[config.mk]
export PLATFORM = sky130hd
export DESIGN_NAME = btn_event_decoder
export DESIGN_NICKNAME = d
export VERILOG_FILES = /design/src/rtl/btn_event_decoder.sv
export SDC_FILE = /design/constraint.sdc
export NUM_CORES = 1
export LEC_CHECK = 0
export BUFFER_PORTS_ARGS = -buffer_cell sky130_fd_sc_hd__buf_2
export CORE_ASPECT_RATIO = 0.5
export CORE_MARGIN = 2
export CORE_UTILIZATION = 49
export DETAILED_ROUTE_END_ITERATION = 8
export PLACE_DENSITY_LB_ADDON = 0.12
export SETUP_SLACK_MARGIN = 0.2
export SLEW_MARGIN = 15
export SYNTH_ARGS = -nofsm -noshare
export SYNTH_HDL_FRONTEND = slang
export SYNTH_SLANG_ARGS = --single-unit
export TNS_END_PERCENT = 1
[constraint.sdc]
create_clock -name Clock -period 3.3 [get_ports Clock]
set_input_delay 0.165 -clock Clock [delete_from_list [all_inputs] [get_ports Clock]]
set_output_delay 0.165 -clock Clock [all_outputs]
set_load 0.05 [all_outputs]
[src/rtl/btn_event_decoder.sv]
// btn_event_decoder: turns debounced button levels into press/release/long/repeat pulses and a press counter.
//   Ports: Clock, Reset_n (sync, active-low), BTN_Level[N_BTN] in; Press_Pulse, Release_Pulse,
//   Long_Pulse, Repeat_Pulse, BTN_Held [N_BTN] and Press_Count[8] out. Macro BTN_AUTO_REPEAT_EN enables Repeat_Pulse.
module btn_event_decoder #(
  parameter int N_BTN = 5,
  parameter int LONG_CYC = 50_000_000,
  parameter int REPEAT_CYC = 10_000_000
) (
  input  logic             Clock,
  input  logic             Reset_n,
  input  logic [N_BTN-1:0] BTN_Level,
  output logic [N_BTN-1:0] Press_Pulse,
  output logic [N_BTN-1:0] Release_Pulse,
  output logic [N_BTN-1:0] Long_Pulse,
  output logic [N_BTN-1:0] Repeat_Pulse,
  output logic [N_BTN-1:0] BTN_Held,
  output logic [7:0]       Press_Count
);
  localparam int MAX_CYC = LONG_CYC > REPEAT_CYC ? LONG_CYC : REPEAT_CYC;
  localparam int CW = $clog2(MAX_CYC);
  localparam logic [CW-1:0] LONG_END = CW'(LONG_CYC - 1);
`ifdef BTN_AUTO_REPEAT_EN
  localparam logic [CW-1:0] REP_END = CW'(REPEAT_CYC - 1);
`endif
  typedef enum logic [1:0] {S_IDLE, S_DOWN, S_HELD} state_t;
  state_t           r_state [N_BTN];
  state_t           w_state_nxt [N_BTN];
  logic [CW-1:0]    r_cnt [N_BTN];
  logic [CW-1:0]    w_cnt_nxt [N_BTN];
  logic [N_BTN-1:0] r_lvl, r_press, r_rel, r_long, r_rep, r_held;
  logic [N_BTN-1:0] w_press, w_rel, w_long, w_rep;
  logic [7:0]       r_count, w_pop;
  always_comb begin
    w_press = '0;
    w_rel = '0;
    w_long = '0;
    w_rep = '0;
    for (int b = 0; b < N_BTN; b++) begin
      w_state_nxt[b] = r_state[b];
      w_cnt_nxt[b] = r_cnt[b];
      case (r_state[b])
        S_IDLE: if (r_lvl[b]) begin
          w_state_nxt[b] = S_DOWN;
          w_cnt_nxt[b] = '0;
          w_press[b] = 1'b1;
        end
        S_DOWN: if (!r_lvl[b]) begin
          w_state_nxt[b] = S_IDLE;
          w_rel[b] = 1'b1;
        end else if (r_cnt[b] == LONG_END) begin
          w_state_nxt[b] = S_HELD;
          w_cnt_nxt[b] = '0;
          w_long[b] = 1'b1;
        end else begin
          w_cnt_nxt[b] = r_cnt[b] + 1'b1;
        end
        S_HELD: if (!r_lvl[b]) begin
          w_state_nxt[b] = S_IDLE;
          w_rel[b] = 1'b1;
        end else begin
`ifdef BTN_AUTO_REPEAT_EN
          w_cnt_nxt[b] = r_cnt[b] == REP_END ? '0 : r_cnt[b] + 1'b1;
          w_rep[b] = r_cnt[b] == REP_END;
`else
          w_cnt_nxt[b] = '0;
`endif
        end
        default: w_state_nxt[b] = S_IDLE;
      endcase
    end
  end
  // Count every press visible this cycle, so simultaneous presses each add one.
  always_comb begin
    w_pop = '0;
    for (int b = 0; b < N_BTN; b++) w_pop = w_pop + 8'(r_press[b]);
  end
  always_ff @(posedge Clock) begin
    if (!Reset_n) begin
      r_lvl <= '0;
      r_press <= '0;
      r_rel <= '0;
      r_long <= '0;
      r_rep <= '0;
      r_held <= '0;
      r_count <= '0;
      for (int b = 0; b < N_BTN; b++) begin
        r_state[b] <= S_IDLE;
        r_cnt[b] <= '0;
      end
    end else begin
      r_lvl <= BTN_Level;
      r_press <= w_press;
      r_rel <= w_rel;
      r_long <= w_long;
      r_rep <= w_rep;
      r_count <= r_count + w_pop;
      for (int b = 0; b < N_BTN; b++) begin
        r_state[b] <= w_state_nxt[b];
        r_cnt[b] <= w_cnt_nxt[b];
        r_held[b] <= w_state_nxt[b] != S_IDLE;
      end
    end
  end
  assign Press_Pulse = r_press;
  assign Release_Pulse = r_rel;
  assign Long_Pulse = r_long;
  assign Repeat_Pulse = r_rep;
  assign BTN_Held = r_held;
  assign Press_Count = r_count;
endmodule
Word-level counts from Yosys, hierarchy flattened
Memories as Yosys holds them, arrays and structs flattened.
Index checks and enable logic that the tools add are counted.
{ "op_classes": {"n_eq_ne": 15, "n_reduce_logical": 35, "bitwise_logic": 10, "mux": 72, "n_addsub": 10} }
{ "op_table": {"columns": ["cell", "count"], "rows": [
  ["2-to-1 mux 26 bit", 20],
  ["one-hot mux 26 bit (2 select lines)", 5],
  ["adder 26 x 1 -> 26 bit (second input constant)", 5],
  ["== test 26 bit (second input constant)", 5],
  ["2-to-1 mux 2 bit", 25],
  ["one-hot mux 2 bit (3 select lines)", 5],
  ["AND reduction 2 bit", 10],
  ["OR reduction 2 bit", 10],
  ["2-to-1 mux 1 bit", 17],
  ["AND reduction 3 bit", 5],
  ["== test 2 x 1 -> 1 bit (second input constant)", 5],
  ["== test 2 bit (second input constant)", 5],
  ["logical NOT 2 bit", 5],
  ["OR 1 bit", 10],
  ["nonzero test 2 bit", 5],
  ["adder 8 x 5 -> 8 bit", 1],
  ["adder 4 x 1 -> 5 bit", 1],
  ["adder 3 x 1 -> 4 bit", 1],
  ["adder 2 x 1 -> 3 bit", 1],
  ["adder 1 x 1 -> 2 bit", 1]
]} }
{ "word_totals": {"out_inout_bits": 33, "input_bits": 7, "ramBits": 140, "reg_bits": 33, "memories": 2} }
{ "memory_table": {"columns": ["name", "depth", "word_bits", "rd", "rd_ports_with_merged_regs", "wr", "line", "text"], "rows": [
  ["r_cnt", 5, 26, 5, 0, 5, "28", "logic [CW-1:0] r_cnt [N_BTN];"],
  ["r_state", 5, 2, 5, 0, 5, "26", "state_t r_state [N_BTN];"]
]} }

Logic depth before layout (Yosys ltp)
An unclocked memory read counts as a cell.
{ "logic_depth": {"word_depth": 6, "ltp_mapped": 11, "ltp_nobuf": 11} }

Worst setup path after synthesis
No wires, ideal clock.
{ "synth_path": {"path_kind": "reg-to-reg", "from": "register r_press[1], in the netlist Press_Pulse[1]", "to": "register r_count[6], in the netlist Press_Count[6]", "n_path_buf": 0, "period_less_slack_ns": 2.835, "setup_time_ns": 0.128, "t_required_ns": 3.172, "path_stages_with_launch": 12, "setup_slack_ns": 0.465, "arrival_time_ns": 2.707, "path_cell_list": "dfxtp_1 > fa_1 > inv_1 > fa_1 > inv_1 > ha_1 > inv_1 > fa_1 > nor2b_1 > o2111ai_1 > xor2_1 > nor2_1"} }
{ "synth_via": {"elab_chain_len": 5} }
{ "synth_lines": {"columns": ["element", "line", "text"], "rows": [
  ["from (decl)", "30", "logic [N_BTN-1:0] r_lvl, r_press, r_rel, r_long, r_rep, r_held;"],
  ["from (signal assigned)", "92", "r_press <= w_press;"],
  ["adder 1 x 1 -> 2 bit", "75", "for (int b = 0; b < N_BTN; b++) w_pop = w_pop + 8'(r_press[b]);"],
  ["adder 2 x 1 -> 3 bit", "75", null],
  ["adder 3 x 1 -> 4 bit", "75", null],
  ["adder 4 x 1 -> 5 bit", "75", null],
  ["adder 8 x 5 -> 8 bit", "96", "r_count <= r_count + w_pop;"],
  ["to (signal assigned)", "96", null],
  ["to (decl)", "32", "logic [7:0] r_count, w_pop;"]
]} }
No other way between the ends.
A chain may end at the register's enable or synchronous reset.

Final worst setup path
{ "layout_path": {"from": "register r_press[0], in the netlist Press_Pulse[0]", "to": "register r_count[6], in the netlist Press_Count[6]"} }
The elaborated chain is that of the path after synthesis.

==> results.toml <==
[run_status]
status = "finished, final reports clean"

[finish]
drive_above_1_share = 0.0943
diodes = 0
stdcell_count = 1316
n_fill_cell = 1660
post-route-util = 0.556
syn_to_final_growth_pct = 9.52
fin_nets = 1108

[drt]
viasPerCell = 5.58
avgRoutedWirePerCell_um = 14.2
antenna_left = 0
met3_length_um = 626
met1_length_um = 9270
vias = 7347
remaining_drc_errors = 0
drt_first_pass_iters = 5
wl_met2_um = 8630
routed.top_layer = "met4"
drtIter0Drc = 417
wl_um = 18700

[placed_design]
gp_congestion = 0.855
dp_slack_ns = 0.621
hpwlAfterDp_um = 12800
io_buffers = 34
dp_cells = 1279

[timing]
drv_slew = 0
worst_slew_pin_slew_ns = 1.08
rsz0062_at_grt = "no"
relSlewSlack = 0.280
hold_violations = 0
final.min_clock_period_ns = 2.73
finalClockSkew_ns = 0.0126
finalSetupTns_ns = 0
min_period_over_period = 0.827
worst_slack_ns = 0.571
clock.fmax_mhz = 366
setup_violations = 0

[pwr]
p_leak_nw = 3.22
clock_power_share = 0.440
power_switching_mw = 1.24
p_comb_frac = 0.079
sw_frac_of_total = 0.277
p_per_area_nw_per_um2 = 456
finalPower_mw = 4.47
seqPwrFrac = 0.482
p_int_mw = 3.23
ir_drop_v = 0.000352

[synthesis]
synth_area_leaders = "dfxtp_1 39%, xnor2_1 7.1%, nor2_1 6.2%"
synth_most_common_cell = "dfxtp_1"
synth_edf_count = 0
async_reset_ff_frac = 0
ys_types = 73
synthFlopType = "dfxtp_1"
yosysTopAreaCell = "dfxtp_1"
yosys_warnings = 0
syn_area_per_cell_um2 = 8.50
synth_seq_cells = 173
synth_top_area_share = 0.387
seq_area_frac_synth = 0.387
synth_area_um2 = 8940
synthTopCellsByCount = "173 x dfxtp_1, 147 x nor2_1, 72 x xnor2_1"
syn_inst = 1052

[setup_path]
critPathCaptureType = "flop"
crit_path_max_fanout = 3
cp-start-kind = "flop"
cp.required_ns = 3.60
cp.arrival_ns = 3.03
reg2reg_from = "Press_Pulse[0]"
criticalPathCategory = "reg2reg"
worstSetupStartpoint = "Press_Pulse[0]"

[floorplan]
core_area_um2 = 17600
die_w_um = 195
ioPinCount = 40
die_y_um = 99.5
row_count = 34
start_util = 0.508
die-area_um2 = 19400

[clock_tree]
cts_buffers = 17
cts.sinks = 173
clockBufferDepth = 2
cts-root-buf = "clkbuf_16"
insertion_delay_ns = 0.43
h-tree-depth = 4
tritoncts = "done"
clk_pin_slew_worst_paths_ns = 0.08

[grt]
grt_pass1_wl_um = 31900
grt_start_max_net_pins = 30
grt_usage = 0.197
first_global_vias = 6761
grt-ovfl-total = 0
antenna_found_initial = 0

[job]
max-cap-violations = 0

[worst_hold_path]
hold_class = "in2reg"
min_from = "Reset_n"
metrics by stage:
stage          cell area (um^2)  hold slack, ns
2_1_floorplan              8950           0.292
3_3_place_gp               9170           0.374
3_5_place_dp               9170           0.377
4_1_cts                    9790           0.325
5_1_grt                    9790           0.332
6_report                   9790           0.316
state kept, by name (all words and copies together) (netlist names):
name           cells
BTN_Held           5
Press_Count        8
Long_Pulse         5
Press_Pulse        5
r_lvl              5
Release_Pulse      5
r_state           10
r_cnt            130
worst max-delay path: stages, from the launching register on:
cell and delay, ns:
dfxtp_1 0.34, fa_1 0.53, inv_1 0.05, fa_1 0.44, inv_1 0.07, ha_1 0.17
inv_1 0.06, fa_1 0.37, nor2b_1 0.21, o2111ai_1 0.15, xor2_1 0.16, nor2_1 0.05
power groups by stage:
stage                     registers [mW]  clock network, mW  logic (mW)
after floorplan                     2.25                  0       0.233
after global placement              2.20                  0       0.343
after detailed placement            2.20                  0       0.347
after CTS                           2.15               2.01       0.355
after global routing                2.16               2.10       0.389
final                               2.15               1.96       0.351
cells in the final DEF (no fill, tap or decap), types with 15 or more instances in the layout:
cell / netlist / final
nor2_1: 147 / 147
nor3_1: 44 / 44
dfxtp_1: 173 / 173
and3_1: 21 / 21
xnor2_1: 72 / 72
o21ai_0: 23 / 23
and4_1: 15 / 15
xor2_1: 28 / 28
buf_2: 6 / 34
nand4_1: 46 / 46
ha_1: 29 / 29
a31oi_1: 15 / 15
nor4_1: 27 / 27
nand2_1: 67 / 67
inv_1: 45 / 45
and2_1: 16 / 16
clkbuf_16: 0 / 17
a21oi_1: 41 / 41
nand3_1: 49 / 49
cell type report:
type                    instances  area (um^2)  share of cell area
multi-input cells             789         5040               0.515
inverters                      45          169              0.0173
clock inverters                15          145              0.0148
flip-flops and latches        173         3460               0.354
repair buffers                 43          250              0.0256
clock buffers                  17          425              0.0435
well taps                     234          293              0.0299
kinds of logic after synthesis:
family                   count (synthesis)  synth area share
AO/OA/AOI/OAI                          146             0.115
XOR/XNOR                               100            0.0980
AND/OR/NAND/NOR                        503             0.298
flip-flops                             173             0.387
multiplexers                             3           0.00350
buffers and inverters                   94            0.0500
adder cells (fa/ha/maj)                 32            0.0473
other                                    1          0.000419
worst paths after layout:
| kind | endpoint | slack [ns] | cells after the start |
|---|---|---|---|
| hold reg to reg | r_cnt[0][79] | 0.49 | 2 |
| hold / removal | r_lvl[3] | 0.32 | 2 |
| setup / recovery | Press_Count[6] | 0.57 | 11 |
| setup reg to reg | Press_Count[6] | 0.57 | 11 |
metal layers:
metal	up-vias	track usage
met5	-	0
met4	0	0.0440
met3	19	0.0400
met2	99	0.336
met1	3475	0.259
li1	3754	-
what timing repair did:
item,in CTS,in global routing
gates resized for setup,0,0
setup buffers,0,0
endpoints found under the hold margin,5,0
hold buffers,5,0
Power figures use the tool's default switching activity.
